`src/rtl/spbram_rmw_port.sv`:
```
`default_nettype none
// ============================================================================
// Module   : spbram_rmw_port
// Purpose  : Valid/ready front-end for a single-port BRAM adding byte masks
//            via internal read-modify-write.
// Revision : 1.0
// ============================================================================
module spbram_rmw_port #(
    parameter int ADDRESS_BITWIDTH = 16,
    parameter int DATA_BITWIDTH    = 32
) (
    input  logic                        clk,
    input  logic                        rst,
    input  logic                        req_valid,
    output logic                        req_ready,
    input  logic [ADDRESS_BITWIDTH-1:0] req_address,
    input  logic [3:0]                  req_write_mask,
    input  logic [DATA_BITWIDTH-1:0]    req_data,
    output logic                        rsp_valid,
    output logic [DATA_BITWIDTH-1:0]    rsp_data,
    output logic                        bram_write_enable,
    output logic [ADDRESS_BITWIDTH-1:0] bram_address,
    output logic [DATA_BITWIDTH-1:0]    bram_data_out,
    input  logic [DATA_BITWIDTH-1:0]    bram_data_in
);

    localparam int c_LANES = 4;

    typedef enum logic [1:0] {
        IDLE  = 2'd0,
        READ  = 2'd1,
        DATA  = 2'd2,
        WRITE = 2'd3
    } state_t;

    state_t                        r_state;
    state_t                        w_state_nxt;
    logic [3:0]                    r_mask;
    logic [3:0]                    w_mask_nxt;
    logic [DATA_BITWIDTH-1:0]      r_data;
    logic [DATA_BITWIDTH-1:0]      w_data_nxt;
    logic                          r_rsp_valid;
    logic                          w_rsp_valid_nxt;
    logic [DATA_BITWIDTH-1:0]      r_rsp_data;
    logic [DATA_BITWIDTH-1:0]      w_rsp_data_nxt;
    logic                          r_bram_we;
    logic                          w_bram_we_nxt;
    logic [ADDRESS_BITWIDTH-1:0]   r_bram_addr;
    logic [ADDRESS_BITWIDTH-1:0]   w_bram_addr_nxt;
    logic [DATA_BITWIDTH-1:0]      r_bram_dout;
    logic [DATA_BITWIDTH-1:0]      w_bram_dout_nxt;
    logic [DATA_BITWIDTH-1:0]      w_merged;

    // Masked lanes take the new data, the rest keep the word read back.
    for (genvar n = 0; n < c_LANES; n++) begin : g_lane
        assign w_merged[8*n +: 8] = r_mask[n] ? r_data[8*n +: 8] : bram_data_in[8*n +: 8];
    end

    always_comb begin
        w_state_nxt     = r_state;
        w_mask_nxt      = r_mask;
        w_data_nxt      = r_data;
        w_rsp_valid_nxt = 1'b0;
        w_rsp_data_nxt  = r_rsp_data;
        w_bram_we_nxt   = 1'b0;
        w_bram_addr_nxt = r_bram_addr;
        w_bram_dout_nxt = r_bram_dout;
        case (r_state)
            IDLE: begin
                if (req_valid) begin
                    w_mask_nxt      = req_write_mask;
                    w_data_nxt      = req_data;
                    w_bram_addr_nxt = req_address;
                    if (req_write_mask == 4'hF) begin
                        w_bram_dout_nxt = req_data;
                        w_bram_we_nxt   = 1'b1;
                        w_state_nxt     = WRITE;
                    end else begin
                        w_state_nxt = READ;
                    end
                end
            end
            READ: begin
                w_state_nxt = DATA;
            end
            DATA: begin
                if (r_mask == 4'h0) begin
                    w_rsp_valid_nxt = 1'b1;
                    w_rsp_data_nxt  = bram_data_in;
                    w_state_nxt     = IDLE;
                end else begin
                    w_bram_dout_nxt = w_merged;
                    w_bram_we_nxt   = 1'b1;
                    w_state_nxt     = WRITE;
                end
            end
            WRITE: begin
                w_rsp_valid_nxt = 1'b1;
                w_rsp_data_nxt  = r_bram_dout;
                w_state_nxt     = IDLE;
            end
            default: begin
                w_state_nxt = IDLE;
            end
        endcase
    end

    always_ff @(posedge clk) begin
        if (rst) begin
            r_state     <= IDLE;
            r_mask      <= 4'h0;
            r_data      <= '0;
            r_rsp_valid <= 1'b0;
            r_rsp_data  <= '0;
            r_bram_we   <= 1'b0;
            r_bram_addr <= '0;
            r_bram_dout <= '0;
        end else begin
            r_state     <= w_state_nxt;
            r_mask      <= w_mask_nxt;
            r_data      <= w_data_nxt;
            r_rsp_valid <= w_rsp_valid_nxt;
            r_rsp_data  <= w_rsp_data_nxt;
            r_bram_we   <= w_bram_we_nxt;
            r_bram_addr <= w_bram_addr_nxt;
            r_bram_dout <= w_bram_dout_nxt;
        end
    end

    assign req_ready         = (r_state == IDLE) && !rst;
    assign rsp_valid         = r_rsp_valid;
    assign rsp_data          = r_rsp_data;
    assign bram_write_enable = r_bram_we;
    assign bram_address      = r_bram_addr;
    assign bram_data_out     = r_bram_dout;

endmodule
`default_nettype wire

```
`config.mk`:
```
export PLATFORM = sky130hd
export DESIGN_NAME = spbram_rmw_port
export DESIGN_NICKNAME = d
export VERILOG_FILES = /design/src/rtl/spbram_rmw_port.sv
export SDC_FILE = /design/constraint.sdc
export NUM_CORES = 1
export LEC_CHECK = 0
export CORE_AREA = 2 2 121 123
export CTS_CLUSTER_DIAMETER = 30
export DETAILED_ROUTE_END_ITERATION = 10
export DIE_AREA = 0 0 123 125
export PLACE_DENSITY = 0.8
export SYNTH_ARGS = -nofsm -noshare
export SYNTH_HDL_FRONTEND = slang
export SYNTH_SLANG_ARGS = --single-unit
```
`constraint.sdc`:
```
create_clock -name clk -period 1.8 [get_ports clk]
set_clock_uncertainty 0.05 [all_clocks]
set_input_delay 0.18 -clock clk [delete_from_list [all_inputs] [get_ports clk]]
set_output_delay 0.18 -clock clk [all_outputs]
set_load 0.01 [all_outputs]
```
==> results of run 1 <==
==> power by group through the flow <==
stage	sequential (µW)	clock, µW	combinational [µW]
2_1_floorplan	3070	0	910
3_3_place_gp	3030	0	1740
3_5_place_dp	3040	0	1750
4_1_cts	2990	3710	1810
5_1_grt	3010	3820	1960
6_report	2990	3680	1820
==> cell usage in the layout (no fill, tap or decap), types with 2 or more instances in the layout <==
cell | Yosys | layout
clkdlybuf4s50_1 | 0 | 167
nand3b_1 | 32 | 32
o21ai_0 | 2 | 2
a2bb2oi_4 | 1 | 2
buf_12 | 0 | 10
buf_4 | 0 | 19
a21oi_1 | 85 | 85
nand2_1 | 104 | 104
o41ai_2 | 9 | 9
clkbuf_8 | 0 | 5
clkinv_2 | 0 | 4
a31oi_1 | 32 | 32
o41ai_1 | 23 | 23
clkbuf_1 | 61 | 2
dfxtp_1 | 120 | 118
nor2_1 | 35 | 35
clkbuf_16 | 0 | 17
a211oi_1 | 32 | 32
dfxtp_2 | 0 | 2
bufinv_16 | 0 | 4
o221ai_1 | 32 | 32
nand3_1 | 32 | 32
nor2b_1 | 96 | 96
==> Yosys cell counts, types with 2 or more instances <==
cell type    n  area [µm²]
clkbuf_1    61         229
a211oi_1    32         240
o21ai_0      2        10.0
nor2b_1     96         601
nor2_1      35         131
nand3b_1    32         240
nand2_1    104         390
buf_6        5        56.3
o41ai_2      9         146
a21oi_1     85         425
o41ai_1     23         201
buf_2       11        55.1
dfxtp_1    120        2400
o221ai_1    32         280
nand3_1     32         160
a31oi_1     32         200
nor3_1       2        10.0
buf_1        6        22.5
==> routing by layer <==
layer,vias up,part of all wire
met5,-,0
met1,2846,0.43
met2,289,0.47
met3,36,0.083
li1,2897,-
met4,0,0.020
==> final timing paths <==
kind                        to  slack (ns)
min                 r_data[13]        0.24
max reg2reg  bram_data_out[31]        0.12
max                  req_ready        0.11
min reg2reg          r_data[2]        0.40
==> cell type report <==
| cell class | instances | area [µm²] |
|---|---|---|
| Fill cell | 1229 | 5680 |
| Multi-Input combinational cell | 528 | 3200 |
| Sequential cell | 120 | 2400 |
| Timing Repair Buffer | 198 | 2030 |
| Clock buffer | 24 | 502 |
| Tap cell | 184 | 230 |
| Clock inverter | 8 | 140 |
| Inverter | 1 | 3.75 |
==> critical path, delay by kind of cell, from the launching register on <==
family / cells / cell delay (ns)
buffers and inverters: 2 / 0.49
and+or+nand+nor: 1 / 0.23
DFF: 1 / 0.33
==> through the flow <==
step           cells  utilization
2_1_floorplan    731            -
3_3_place_gp    1026        0.547
3_5_place_dp    1026        0.547
4_1_cts         1061        0.598
5_1_grt         1063        0.600
6_report        1063        0.600
==> cell families (layout without fill, tap and decap cells) <==
group	count (synthesis)	in the layout	synth area share
simple gates	311	311	0.274
compound gates	216	217	0.259
flops	120	120	0.406
buf+inv	84	231	0.0619
==> what timing repair did <==
item / 4_1_cts / 5_1_grt
pin swaps: 2 / 1
endpoints found under the setup margin: 34 / 14
endpoints found under the hold margin: 0 / 0
resized for setup: 4 / 0
gates cloned: 1 / 0
buffers inserted: 2 / 2
==> state kept, by name (all words and copies together) (netlist names) <==
signal             count
rsp_data              32
r_data                32
bram_data_out         32
r_mask                 4
bram_write_enable      1
bram_address          16
rsp_valid              1
r_state                2
==> impl_metrics.py, run 1 <==
metrics = {
    "status": {
        "status": "complete, no violations",
    },
    "timing": {
        "worst_slack_ns": 0.108,
        "post-route-min-period_ns": 1.69,
        "worst_hold_slack_ns": 0.237,
        "maxSlewHeadroom": 0.626,
        "fin_setup_tns_ns": 0,
        "finalSetupViolCount": 0,
        "tightest_slew_ns": 0.561,
        "final_hold_viol_count": 0,
        "rsz0062_at_grt": "false",
        "maxSlewViolCount": 0,
        "fmax_mhz": 591,
        "period_share": 0.940,
    },
    "pwr": {
        "seq_power_share": 0.352,
        "p_clk_frac": 0.433,
        "cellPowerDensity_nw_per_um2": 997,
        "p_comb_frac": 0.214,
        "cellLeakagePower_uw": 0.00297,
        "intPower_uw": 6180,
        "fin_total_pwr_uw": 8490,
        "switching_share": 0.272,
        "power.switching_uw": 2310,
        "vdd_drop_max_mv": 0.602,
    },
    "synth": {
        "synth_edf_count": 0,
        "yosysUniqueCellTypes": 30,
        "synth_area_per_cell_um2": 8.10,
        "async_flop_share": 0,
        "syn_inst": 731,
        "ys_ff_latch": 120,
        "ys_warn_count": 0,
        "yosysSeqAreaShare": 0.406,
        "syn-num-nets": 818,
        "synth_top_flop_cell": "dfxtp_1",
        "synth.cell_area_um2": 5920,
    },
    "worst_setup_path": {
        "reg2regPathDepth": 4,
        "cp_max_fo": 15,
        "arrival_ns": 1.46,
        "startpoint_type": "flop",
        "critical-path-slowest-cell": "dfxtp_2",
        "r2r-start": "r_state[0]",
        "crit_start": "r_state[0]",
        "worstSetupPathType": "reg -> out",
        "critPathRequiredTime_ns": 1.57,
        "crit_chain": "buf_4, nor3_2, dlygate4sd2_1",
        "worstSetupEndpointType": "output port",
        "slowest_delay_ns": 0.33,
    },
    "final_layout": {
        "drive_gt1_frac": 0.0922,
        "area_growth_pct": 43.9,
        "design_area_um2": 8520,
        "antenna_cells": 0,
        "fin_nets": 953,
    },
    "cts": {
        "insertion_delay_ns": 0.42,
        "cts_buffer_depth": 2,
        "cts_tree": "built",
        "cts_hold_buf": 0,
        "cts_buffers": 17,
        "clockRootBuffer": "clkbuf_16",
        "clkSinkCount": 120,
        "htreeDepth": 4,
        "clkTransAtPathRegs_ns": 0.05,
    },
    "min_path": {
        "whs_path_depth": 3,
        "min_path_type": "in -> reg",
        "hold_start": "rst",
    },
    "run": {
        "maxCapViolCount": 0,
    },
    "grt": {
        "met1_usage": 0.330,
        "overflow": 0,
        "antenna_found_initial": 0,
        "grt_pass1_wl_mm": 29.7,
        "use_met2": 0.367,
        "gr-max-usage-layer": "met2",
        "grt_use_total": 0.241,
        "grt_max_degree": 87,
        "grt_use_met3": 0.0634,
        "grt_pass1_vias": 5742,
    },
    "placed_design": {
        "dp_hpwl_mm": 11.4,
        "dp_slack_ns": -0.291,
        "port_buffers": 169,
        "place_congestion": 0.762,
        "placed_area_um2": 7780,
    },
    "drt": {
        "drtIter0Drc": 524,
        "drc": 0,
        "dr.pass1.iters": 6,
        "ant_nets": 0,
        "vias": 6068,
        "wl_per_cell_um": 17.5,
        "drt-total-wl_mm": 18.6,
        "vias_per_cell": 5.71,
    },
    "floorplan": {
        "die_x_um": 123,
        "rows": 44,
        "die_h_um": 125,
        "core_um2": 14200,
        "start_util": 0.417,
        "die-area_um2": 15400,
        "io_pins": 170,
    },
}
(Power assumes the default switching activity.)
==> run 2: changes to the inputs <==
Settings changed: CORE_AREA 2 2 121 123 to 2 2 118 120, DIE_AREA 0 0 123 125 to 0 0 120 122.
Clock period 1.8 ns to 1.9 ns, I/O delays scaled along.
==> impl_metrics.py, run 2 (same netlist as run 1, synthesis figures left out) <==
metrics = {
    "drt": {
        "ant_nets": 0,
        "wl_per_cell_um": 17.7,
        "drtIter0Drc": 605,
        "vias": 6151,
        "drc": 0,
        "dr.pass1.iters": 5,
        "drt-total-wl_mm": 18.6,
        "vias_per_cell": 5.84,
    },
    "timing": {
        "fmax_mhz": 548,
        "maxSlewViolCount": 0,
        "maxSlewHeadroom": 0.549,
        "fin_setup_tns_ns": 0,
        "post-route-min-period_ns": 1.82,
        "tightest_slew_ns": 0.674,
        "final_hold_viol_count": 0,
        "worst_hold_slack_ns": 0.268,
        "finalSetupViolCount": 0,
        "period_share": 0.960,
        "rsz0062_at_grt": "false",
    },
    "worst_setup_path": {
        "crit_buf_inv": 0,
        "slowest_delay_ns": 0.59,
        "crit_start": "r_mask[3]",
        "crit_family": "compound AO/OA/AOI/OAI gates",
        "r2r-start": "r_mask[3]",
        "worstSetupPathType": "reg -> reg",
        "critical-path-slowest-cell": "or4_4",
        "arrival_ns": 2.05,
        "worstSetupEndpointType": "flop",
        "crit_chain": "or4_4, a2bb2oi_4, o41ai_2",
        "critPathRequiredTime_ns": 2.12,
        "startpoint_type": "flop",
        "cp_max_fo": 17,
    },
    "cts": {
        "htreeDepth": 4,
        "post_cts_buffers": 0,
        "insertion_delay_ns": 0.42,
        "clkSinkCount": 120,
        "cts_hold_buf": 0,
        "cts_buffer_depth": 2,
        "clkTransAtPathRegs_ns": 0.05,
        "cts_buffers": 17,
        "cts_tree": "built",
        "clockRootBuffer": "clkbuf_16",
    },
    "floorplan": {
        "io_pins": 170,
        "die-area_um2": 14600,
        "rows": 43,
        "start_util": 0.438,
        "die_x_um": 120,
        "core_um2": 13500,
        "die_h_um": 122,
    },
    "final_layout": {
        "fillers": 1164,
        "drive_gt1_frac": 0.0847,
        "fin_nets": 952,
        "area_growth_pct": 40.8,
        "antenna_cells": 0,
        "final_cell_mix": "clkdlybuf4s50_1 (167), dfxtp_1 (119), nand2_1 (104)",
        "design_area_um2": 8330,
        "multi_input_area_um2": 3200,
        "final_common_cell": "clkdlybuf4s50_1",
        "fin_util": 0.617,
        "seq_area_um2": 2400,
    },
    "run": {
        "maxCapViolCount": 0,
    },
    "pwr": {
        "vdd_drop_max_mv": 0.575,
        "fin_total_pwr_uw": 7410,
        "cellPowerDensity_nw_per_um2": 889,
        "cellLeakagePower_uw": 0.00289,
    },
    "placed_design": {
        "placed_area_um2": 7780,
        "port_buffers": 169,
        "place_congestion": 0.771,
        "dp_hpwl_mm": 11.3,
    },
    "grt": {
        "grt_pass1_wl_mm": 29.5,
        "grt_use_total": 0.251,
        "antenna_found_initial": 0,
        "overflow": 0,
        "grt_pass1_vias": 5699,
        "grt_max_degree": 101,
    },
    "min_path": {
        "hold_start": "req_address[7]",
        "min_path_type": "in -> reg",
    },
    "status": {
        "status": "complete, no violations",
    },
}
-- run 2: worst paths after layout --
| path | end | slack [ns] | cells after the start |
|---|---|---|---|
| setup / recovery | bram_data_out[28] | 0.08 | 3 |
| hold / removal | bram_address[7] | 0.27 | 3 |
| setup reg to reg | bram_data_out[28] | 0.08 | 3 |
| hold reg to reg | r_data[29] | 0.40 | 2 |
-- run 2: per-layer routing --
layer | global-route usage | routed length [µm] | up-vias
li1 | - | - | 2891
met1 | 0.330 | 8040 | 2939
met2 | 0.395 | 8800 | 296
met3 | 0.0646 | 1510 | 25
met4 | 0.0971 | 291 | 0
met5 | 0 | 0 | -
-- run 2: final cells by class --
type,count,area share
Clock buffer,24,0.0602
Clock inverter,4,0.00240
Inverter,1,0.000450
Multi-Input combinational cell,528,0.384
Sequential cell,120,0.288
Tap cell,180,0.0270
Timing Repair Buffer,197,0.238
-- run 2: power breakdown --
| group | internal [µW] | leakage [µW] | switching (µW) | total [µW] |
|---|---|---|---|---|
| Combinational | 762 | 0.00165 | 934 | 1700 |
| Sequential | 2710 | 0.000979 | 125 | 2830 |
| Clock | 1800 | 0.000263 | 1090 | 2880 |
-- run 2: metrics by stage --
stage | setup WS, ns | cells
floorplan | 0.181 | 731
global placement | -0.136 | 1025
detailed placement | -0.220 | 1025
CTS | 0.0722 | 1054
global route | 0.0252 | 1054
finish | 0.0766 | 1054
-- run 2: tightest hold or removal path: cells and delay by family --
kind | cells | cell delay, ns
AOI/OAI and AO/OA | 1 | 0.05
and+or+nand+nor | 1 | 0.05
buffers and inverters | 1 | 0.39
-- run 2: repair_timing --
| item | CTS | global route |
|---|---|---|
| gates resized for setup | 3 | 1 |
| setup endpoints to repair | 34 | 1 |
| gates cloned | 1 | 0 |
| pin swaps | 0 | 0 |
| endpoints found under the hold margin | 0 | 0 |
==> run 3: changes to the inputs <==
Settings changed: CORE_AREA 2 2 118 120 to 2 2 144 146, CTS_CLUSTER_DIAMETER 30 to 120, DIE_AREA 0 0 120 122 to 0 0 146 148, PLACE_DENSITY 0.8 to 0.59.
==> impl_metrics.py, run 3 (same netlist as run 1, synthesis figures left out) <==
metrics = {
    "drt": {
        "drtIter0Drc": 467,
        "dr.pass1.iters": 6,
        "drt-total-wl_mm": 20.6,
        "ant_nets": 0,
        "vias_per_cell": 5.23,
        "wl_per_cell_um": 17.9,
        "drc": 0,
        "vias": 6027,
    },
    "grt": {
        "grt_max_degree": 153,
        "grt_pass1_wl_mm": 32.3,
        "overflow": 0,
        "antenna_found_initial": 0,
        "grt_pass1_vias": 5709,
        "grt_use_total": 0.188,
    },
    "placed_design": {
        "port_buffers": 169,
        "place_congestion": 0.759,
        "placed_area_um2": 7930,
        "dp_hpwl_mm": 12.5,
    },
    "worst_setup_path": {
        "arrival_ns": 1.99,
        "worstSetupEndpointType": "flop",
        "r2r_end": "bram_data_out[30]",
        "cp_max_fo": 65,
        "reg2regPathDepth": 4,
        "startpoint_type": "flop",
        "critPathRequiredTime_ns": 2.15,
        "r2r-start": "r_state[1]",
        "worstSetupPathType": "reg -> reg",
        "reg2reg_slack_ns": 0.17,
    },
    "floorplan": {
        "die-area_um2": 21600,
        "die_h_um": 148,
        "die_x_um": 146,
        "start_util": 0.295,
        "io_pins": 170,
        "core_um2": 20000,
        "rows": 52,
    },
    "final_layout": {
        "final_common_cell": "clkdlybuf4s50_1",
        "fin_nets": 956,
        "drive_gt1_frac": 0.0952,
        "final_cell_mix": "clkdlybuf4s50_1 (167), dfxtp_1 (118), nand2_1 (104)",
        "area_growth_pct": 45.4,
        "design_area_um2": 8600,
    },
    "status": {
        "status": "complete, no violations",
    },
    "cts": {
        "cts_buffer_depth": 2,
        "htreeDepth": 4,
        "clkSinkCount": 120,
        "insertion_delay_ns": 0.42,
        "cts_tree": "built",
        "cts_buffers": 17,
        "clkTransAtPathRegs_ns": 0.06,
        "clockRootBuffer": "clkbuf_16",
    },
    "pwr": {
        "switching_share": 0.290,
        "p_clk_frac": 0.417,
        "p_comb_frac": 0.224,
        "cellPowerDensity_nw_per_um2": 917,
        "power.switching_uw": 2290,
        "cellLeakagePower_uw": 0.00296,
        "vdd_drop_max_mv": 0.707,
        "fin_total_pwr_uw": 7890,
        "intPower_uw": 5600,
        "seq_power_share": 0.359,
    },
    "timing": {
        "rsz0062_at_grt": "false",
        "maxSlewHeadroom": 0.518,
        "final_hold_viol_count": 0,
        "fmax_mhz": 577,
        "post-route-min-period_ns": 1.73,
        "tightest_slew_ns": 0.723,
        "period_share": 0.912,
        "maxSlewViolCount": 0,
        "finalSetupViolCount": 0,
    },
    "min_path": {
        "whs_endpoint": "bram_address[0]",
        "hold_start": "req_address[0]",
        "min_path_type": "in -> reg",
        "whs_path_depth": 3,
    },
    "run": {
        "maxCapViolCount": 0,
    },
}
-- run 3: layout make-up --
cell class / instances / area [µm²]
inverter: 1 / 3.75
sequential: 120 / 2400
clock buffer: 24 / 502
tap: 270 / 338
fill: 2021 / 11400
multi-input combinational: 528 / 3200
clock inverter: 8 / 92.6
antenna: 1 / 2.50
timing repair buffer: 201 / 2060
-- run 3: metrics by stage --
stage                     utilization  std cells  worst slack [ns]  setup TNS, ns  hold WS (ns)
after global placement          0.396       1115            -0.344         -11.07         0.391
after global routing            0.429       1152            0.0425              0         0.264
after CTS                       0.427       1148            0.0484              0         0.247
final                           0.429       1153             0.166              0         0.269
after floorplan                     -        731             0.181              0         0.276
after detailed placement        0.396       1115            -0.365         -11.24         0.396
-- run 3: timing repair --
action / in CTS / in global routing
endpoints found under the setup margin: 34 / 11
pin swaps: 0 / 2
gates cloned: 1 / 0
resized for setup: 4 / 0
setup buffers: 0 / 4
hold buffers: 0 / 0
-- run 3: power by group through the flow --
stage	registers, µW	logic, µW	clock network [µW]
6_report	2830	1770	3290
5_1_grt	2850	1900	3450
4_1_cts	2830	1760	3320
3_5_place_dp	2880	1730	0
3_3_place_gp	2880	1720	0
2_1_floorplan	2910	862	0
-- run 3: worst max-delay path by stage --
| stage | slack, ns | to | depth (start not counted) | start |
|---|---|---|---|---|
| after global placement | -0.34 | bram_data_out[28] | 4 | req_valid |
| after floorplan | 0.18 | bram_data_out[25] | 6 | r_mask[0] |
| after detailed placement | -0.37 | bram_data_out[15] | 4 | req_valid |
| after global routing | 0.04 | rsp_data[27] | 6 | r_state[0] |
| after CTS | 0.05 | bram_data_out[31] | 3 | r_mask[3] |
| final | 0.17 | bram_data_out[30] | 4 | r_state[1] |
-- run 3: layer usage --
layer	global-route usage	vias up	wire, µm
li1	-	2907	-
met4	0.0515	0	216
met2	0.296	242	9600
met3	0.0574	20	1630
met1	0.250	2858	9140
met5	0	-	0
-- run 3: worst max-delay path: stages, from the launching register on --
cell and delay (ns):
dfxtp_2 0.39, and2b_2 0.26, buf_6 0.45, nor2_1 0.11, o41ai_1 0.33
